## src/rtl/score_bcd_encoder_if.sv

```systemverilog
// Bundle of the score converter's request/result signals.
// The master side drives the binary score and the start strobe.
// The slave side is the converter, which returns BUSY, DONE and SCORE.
interface score_bcd_encoder_if #(
  parameter int BIN_W = 10
) ();

  logic [BIN_W-1:0] BIN;    // unsigned binary score
  logic             START;  // conversion request
  logic             BUSY;   // conversion in progress
  logic             DONE;   // one-cycle pulse on SCORE update
  logic [12:0]      SCORE;  // {OVF, HUND, TENS, ONES}

  modport master (
    output BIN,
    output START,
    input  BUSY,
    input  DONE,
    input  SCORE
  );

  modport slave (
    input  BIN,
    input  START,
    output BUSY,
    output DONE,
    output SCORE
  );

endinterface

```

## src/rtl/score_bcd_encoder.sv

```systemverilog
// Sequential binary-to-BCD converter for the seven-segment score display.
// It uses shift-and-add-3 (double dabble) and processes one input bit per clock.
// Inputs above 999 saturate to 999 and set the OVF bit, SCORE[12].
// SCORE is only written on the final iteration, so the display never sees a
// partially converted value.
module score_bcd_encoder #(
  parameter int BIN_W = 10
) (
  input  logic               CLOCK_50,
  input  logic               RESET_N,
  score_bcd_encoder_if.slave bus
);

  localparam int WORK_W = BIN_W + 12;      // 3 BCD nibbles above the binary bits
  localparam int CNT_W  = $clog2(BIN_W);   // holds BIN_W-1

  typedef enum logic [0:0] {
    IDLE = 1'b0,
    CONV = 1'b1
  } state_t;

  state_t             r_state;
  state_t             w_state_nxt;
  logic [CNT_W-1:0]   r_cnt;
  logic [CNT_W-1:0]   w_cnt_nxt;
  logic [WORK_W-1:0]  r_work;
  logic [WORK_W-1:0]  w_work_nxt;
  logic [WORK_W-1:0]  w_corr;
  logic [WORK_W-1:0]  w_shifted;
  logic               r_ovf;
  logic               w_ovf_nxt;
  logic [12:0]        r_score;
  logic [12:0]        w_score_nxt;
  logic               r_done;
  logic               w_done_nxt;
  logic               w_sat;
  logic [BIN_W-1:0]   w_operand;

  // Saturate the incoming score at 999 and flag the overflow.
  always_comb begin
    w_sat     = (bus.BIN > BIN_W'(999));
    w_operand = w_sat ? BIN_W'(999) : bus.BIN;
  end

  // One double-dabble step: all three nibbles are corrected from the same
  // pre-shift values, then the whole working register shifts left by one.
  always_comb begin
    w_corr = r_work;
    for (int k = 0; k < 3; k++) begin
      if (r_work[BIN_W + 4*k +: 4] >= 4'd5) begin
        w_corr[BIN_W + 4*k +: 4] = r_work[BIN_W + 4*k +: 4] + 4'd3;
      end
    end
    w_shifted = w_corr << 1;
  end

  // Next-state logic and datapath updates for the IDLE/CONV controller.
  always_comb begin
    // NOTE: every signal gets a default before any branch so no path leaves
    // one unassigned, which would infer a latch.
    w_state_nxt = r_state;
    w_cnt_nxt   = r_cnt;
    w_work_nxt  = r_work;
    w_ovf_nxt   = r_ovf;
    w_score_nxt = r_score;
    w_done_nxt  = 1'b0;
    unique case (r_state)
      IDLE: begin
        if (bus.START) begin
          w_state_nxt = CONV;
          w_cnt_nxt   = CNT_W'(BIN_W - 1);
          w_work_nxt  = {12'h000, w_operand};
          w_ovf_nxt   = w_sat;
        end
      end
      CONV: begin
        w_work_nxt = w_shifted;
        if (r_cnt == '0) begin
          w_score_nxt = {r_ovf, w_shifted[WORK_W-1 -: 12]};
          w_done_nxt  = 1'b1;
          w_state_nxt = IDLE;
        end else begin
          w_cnt_nxt = r_cnt - 1'b1;
        end
      end
      default: w_state_nxt = IDLE;
    endcase
  end

  // State and datapath registers; reset aborts any conversion in progress.
  always_ff @(posedge CLOCK_50 or negedge RESET_N) begin
    // NOTE: sequential state uses non-blocking assignments so that every
    // register samples the values from before the edge.
    if (!RESET_N) begin
      r_state <= IDLE;
      r_cnt   <= '0;
      r_work  <= '0;
      r_ovf   <= 1'b0;
      r_score <= 13'h0000;
      r_done  <= 1'b0;
    end else begin
      r_state <= w_state_nxt;
      r_cnt   <= w_cnt_nxt;
      r_work  <= w_work_nxt;
      r_ovf   <= w_ovf_nxt;
      r_score <= w_score_nxt;
      r_done  <= w_done_nxt;
    end
  end

  assign bus.BUSY  = (r_state == CONV);
  assign bus.DONE  = r_done;
  assign bus.SCORE = r_score;

endmodule

```

## src/flat_wrapper.sv

```systemverilog
// flat-port wrapper written by rule: the top's interface ports become plain ports
module score_bcd_encoder_flat 
#(
  parameter int BIN_W = 10
)
  (CLOCK_50, RESET_N, bus_BIN, bus_START, bus_BUSY, bus_DONE, bus_SCORE);
  score_bcd_encoder_if #(.BIN_W(BIN_W)) bus_i ();
  input  logic CLOCK_50;
  input  logic RESET_N;
  input wire logic [$bits(bus_i.BIN)-1:0] bus_BIN;
  input wire logic [$bits(bus_i.START)-1:0] bus_START;
  output wire logic [$bits(bus_i.BUSY)-1:0] bus_BUSY;
  output wire logic [$bits(bus_i.DONE)-1:0] bus_DONE;
  output wire logic [$bits(bus_i.SCORE)-1:0] bus_SCORE;
  assign bus_i.BIN = bus_BIN;
  assign bus_i.START = bus_START;
  assign bus_BUSY = bus_i.BUSY;
  assign bus_DONE = bus_i.DONE;
  assign bus_SCORE = bus_i.SCORE;
  score_bcd_encoder #(.BIN_W(BIN_W)) u_core (.CLOCK_50(CLOCK_50), .RESET_N(RESET_N), .bus(bus_i));
endmodule
```

## config.mk

```make
export PLATFORM = sky130hd
export DESIGN_NAME = score_bcd_encoder_flat
export DESIGN_NICKNAME = d
export VERILOG_FILES = /design/src/rtl/score_bcd_encoder_if.sv /design/src/rtl/score_bcd_encoder.sv /design/src/flat_wrapper.sv
export SDC_FILE = /design/constraint.sdc
export NUM_CORES = 1
export LEC_CHECK = 0
export ABC_AREA = 1
export BUFFER_PORTS_ARGS = -buffer_cell sky130_fd_sc_hd__buf_2
export CAP_MARGIN = 20
export CORE_AREA = 2 2 61 63
export CTS_BUF_LIST = sky130_fd_sc_hd__clkbuf_16
export DETAILED_ROUTE_END_ITERATION = 12
export DIE_AREA = 0 0 63 65
export HOLD_SLACK_MARGIN = 0.06
export PLACE_DENSITY = 0.82
export SLEW_MARGIN = 20
export SYNTH_ARGS = -nofsm -noshare
export SYNTH_HDL_FRONTEND = slang
export SYNTH_SLANG_ARGS = --single-unit
```

## constraint.sdc

```tcl
create_clock -name CLOCK_50 -period 3.24 [get_ports CLOCK_50]
set_input_delay 0.486 -clock CLOCK_50 [delete_from_list [all_inputs] [get_ports CLOCK_50]]
set_output_delay 0.486 -clock CLOCK_50 [all_outputs]
set_load 0.05 [all_outputs]
```

# Word-level counts from Yosys, hierarchy flattened
# Index checks and enable logic that the tools add are counted.
[totals]
out_inout_bits = 15
inputBits = 13
mem_bits_rw = 0
wordCells = 35
register_bits = 42
rom_bits = 0
mem_count = 0
latch_bits = 0
[classes]
n_eq_ne = 2
bitwise = 1
n_shift = 0
div_mod_pow = 0
muxes = 14
n_addsub = 4
order_cmp = 4
mul = 0
n_reduce_logical = 4
[ops]
columns = ["cell", "count"]
rows = [
  ["case mux 22 bit (2 select lines)", 1],
  ["two-way mux 22 bit", 1],
  ["two-way mux 4 bit", 4],
  [">= comparator 4 x 3 -> 1 bit, second input constant", 3],
  ["> comparator 10 bit, second input constant", 1],
  ["two-way mux 10 bit", 1],
  ["adder 4 x 2 -> 4 bit, second input constant", 2],
  ["case mux 4 bit (2 select lines)", 1],
  ["AND reduction 2 bit", 3],
  ["logical NOT 4 bit", 1],
  ["two-way mux 1 bit", 4],
  ["inequality test 2 bit, second input constant", 2],
  ["subtractor 4 x 1 -> 4 bit, second input constant", 1],
  ["adder 3 x 2 -> 3 bit, second input constant", 1],
  ["two-way mux 3 bit", 1],
  ["case mux 1 bit (2 select lines)", 1],
  ["inverter 1 bit", 1],
]

# Logic depth before layout (Yosys ltp)
[depth]
ltp_word = 4
mapped_depth = 9
mapped_depth_nobuf = 9

# Least setup slack after synthesis
# OpenSTA, ideal clock, no wires.
[synth_path]
kind = "flip-flop to flip-flop"
startpoint = "register u_core.r_state, in the netlist u_core.bus.BUSY"
endpoint = "register u_core.r_score[4], in the netlist u_core.bus.SCORE[4]"
setup_ns = 0.118
arrival_ns = 1.311
path_slack_ns = 1.811
n_path_buf = 2
stages_incl_launch_ff = 6
path_cell_list = "dfrtp_1 buf_4 nand3_4 buf_2 nand2_1 nand2_1"
[synth_between]
elab_chain_len = 1
[synth_rtl]
columns = ["element", "line_no", "rtl"]
rows = [
  ["start, declared", "score_bcd_encoder.sv:22", "state_t r_state;"],
  ["start signal, assigned", "score_bcd_encoder.sv:102", "r_state <= w_state_nxt;"],
  ["AND reduction 2 bit (no line)", "--", ""],
  ["end signal, assigned", "score_bcd_encoder.sv:106", "r_score <= w_score_nxt;"],
  ["end, declared", "score_bcd_encoder.sv:32", "logic [12:0] r_score;"],
]
# Every way passes these cells.
# A chain may end at the register's enable or synchronous reset.

# Final worst setup path
[layout_path]
startpoint = "register u_core.r_state, in the netlist u_core.bus.BUSY"
endpoint = "output port bus_BUSY"
[layout_lines]
columns = ["element", "line_no", "rtl"]
rows = [
  ["end, declared", "flat_wrapper.sv:12", "output wire logic [$bits(bus_i.BUSY)-1:0] bus_BUSY;"],
]
# No word-level cell between the ends.

==> run metrics <==
most frequent cells in the layout=nand2_1 (98), dfrtp_1 (42), nand3_1 (28); min-delay worst type=in -> async; register area=around 1100 um2; io pins=28; H-tree levels=2; Post-route DRC=0; CP Data Arrival Time=approximately 1.5 ns; min Tclk post-route=between 2 and 2.5 ns; post-cts gate resize count=0; Clock transition at path regs=around 0.060 ns; post-DP HPWL=around 2800 um; IO Port Bufs=27; CP max stage delay=0.85 ns; crit-path leading delay family=flip-flops; Area Growth Syn to Fin=15.0%; first-pass GRT wire length=6820 um; Synth top area share=0.521; Pwr Total=between 2 and 3 mW; Filler Cells Inserted=roughly 300; pin count of the biggest net entering global routing=43; DR iter-0 viols=93; Total Nets Final=approximately 300; antenna violations before repair=0; Die Span Y=65 um; hold buffers post-CTS=0; critical-path cell list=buf_2; Wirelength per Cell=roughly 12 um; Peak VDD IR=0.579 mV; Mapped Cells=roughly 250; via count=roughly 1,700; GP Congestion=~0.87; synth top area cells=dfrtp_1 (52%), nand2_1 (18%), nand3_1 (7.0%); Slew Viols, Final=0; CP startpoint kind=flop; CP max-delay cell=dfrtp_1; Final Hold Violating Endpoints=0; core area=3500 um2; area leader, netlist=dfrtp_1; Crit Path Max Fanout=22; multi-input logic area=roughly 830 um2; root buffer cell=clkbuf_16; antenna cells=0; Syn Area/Cell=about 8.2 um2; Ys Warns=0; DR vias/cell=5.23; CTS buffer count=5; Fmax=~500 MHz; Post-DP Area=2180 um2; vias in the first global route=1,541; Antenna Violating Nets Remaining=0; Clock Latency Late Sink=0.28 ns; clock tree buffer depth=2; Layout Skew=between 0.004 and 0.005 ns; RSZ-0062 raised after global routing=false; status=finished clean; CTS tree=yes; commonest non-fill, non-tap cell in the layout=nand2_1; Max transition margin=0.408; Register-to-Register Path Depth=6; Setup CP Type=reg -> out; total length of routed wires=3930 um; # Max-Cap Violations=0; post-CTS setup buffers=0; clock sink count=42; area of the mapped netlist=~2000 um2; row count=22; Die Wd=about 63 um; gr usage total=0.216; buffer and inverter count on the worst path=1; Leakage Power=around 1.3 nW; Initial Util=0.577; Pre-antenna DRT Iters=5; Pwr per Cell Area=approximately 1100 nW/um2; total gr overflow=0; Setup crit end kind=output port; total die area=between 4000 and 5000 um2; critical path required time=roughly 2.8 ns; design area=~2300 um2; layout cells sized above 1=0.144; part of the Yosys area used for sequential elements=0.521; Yosys reg bits=between 40 and 50; post-synthesis cell type count=17; critical path depth=1; slew at the pin with the worst max-slew slack=0.888 ns; Final period util=0.619; Mapped Nets=~270; setup tns final=0 ns; # setup viols final=0
[cell usage after synthesis (all sizes together)]
cell	n
inv	29
buf	5
a22oi	4
o22ai	3
nor2	8
or2	1
dfrtp	42
nand4	4
o221ai	4
nand3	29
nand2	98
ha	7
o21ai	13
[flip-flops by register name (all words and copies together), names as in the netlist]
register          flops
u_core.r_ovf          1
u_core.bus.BUSY       1
u_core.bus.SCORE     13
u_core.r_cnt          4
u_core.r_work        22
u_core.bus.DONE       1
[area by class of cell]
class                      count  share of cell area
sequential                    42               0.453
multi-input combinational    171               0.356
timing repair buffer          27              0.0583
clock buffer                   5              0.0540
inverter                      29              0.0470
tap                           48              0.0259
clock inverter                 3             0.00540
[final timing paths]
kind	start	to	slack (ns)
max	u_core.bus.BUSY	bus_BUSY	1.23
min	RESET_N	u_core.bus.SCORE[2]	0.33
max reg2reg	u_core.bus.BUSY	u_core.r_cnt[3]	1.27
min reg2reg	u_core.bus.SCORE[5]	u_core.bus.SCORE[5]	0.47
max in group asynchronous	RESET_N	u_core.r_ovf	2.36
min in group CLOCK_50	bus_BIN[5]	u_core.r_work[5]	0.43
[cells by family (layout without fill, tap and decap cells)]
| logic type | Yosys count | in the layout | synth area share |
|---|---|---|---|
| simple gates | 140 | 140 | 0.292 |
| flops | 42 | 42 | 0.521 |
| buf+inv | 34 | 64 | 0.0689 |
| compound gates | 24 | 24 | 0.0739 |
| fa+ha+maj | 7 | 7 | 0.0434 |
[worst reg2reg max path, delay by kind of cell, from the launching register on]
family,cells,cell delay (ns)
DFF,1,0.67
buffers and inverters,2,0.24
and+or+nand+nor,4,0.96
[metrics by stage]
stage,hold WS (ns),instances,utilization,setup slack (ns)
finish,0.331,325,0.663,1.23
global route,0.417,325,0.663,1.12
CTS,0.363,325,0.663,1.22
detailed placement,0.462,317,0.624,1.29
global placement,0.458,317,0.624,1.35
floorplan,0.190,247,-,1.81
[where the power goes]
part | total (mW) | switching, mW | internal [mW]
sequential | 0.915 | 0.164 | 0.750
combinational | 1.16 | 0.819 | 0.340
clock | 0.463 | 0.184 | 0.278
total | 2.54 | 1.17 | 1.37
[metal layers]
layer  part of all wire  global-route usage  vias to the layer above
li1                   -                   -                      856
met1               0.46               0.278                      794
met4              0.015              0.0833                        0
met5                  0                   0                        -
met3              0.050              0.0538                        7
met2               0.48               0.354                       42
(Power assumes the default switching activity.)
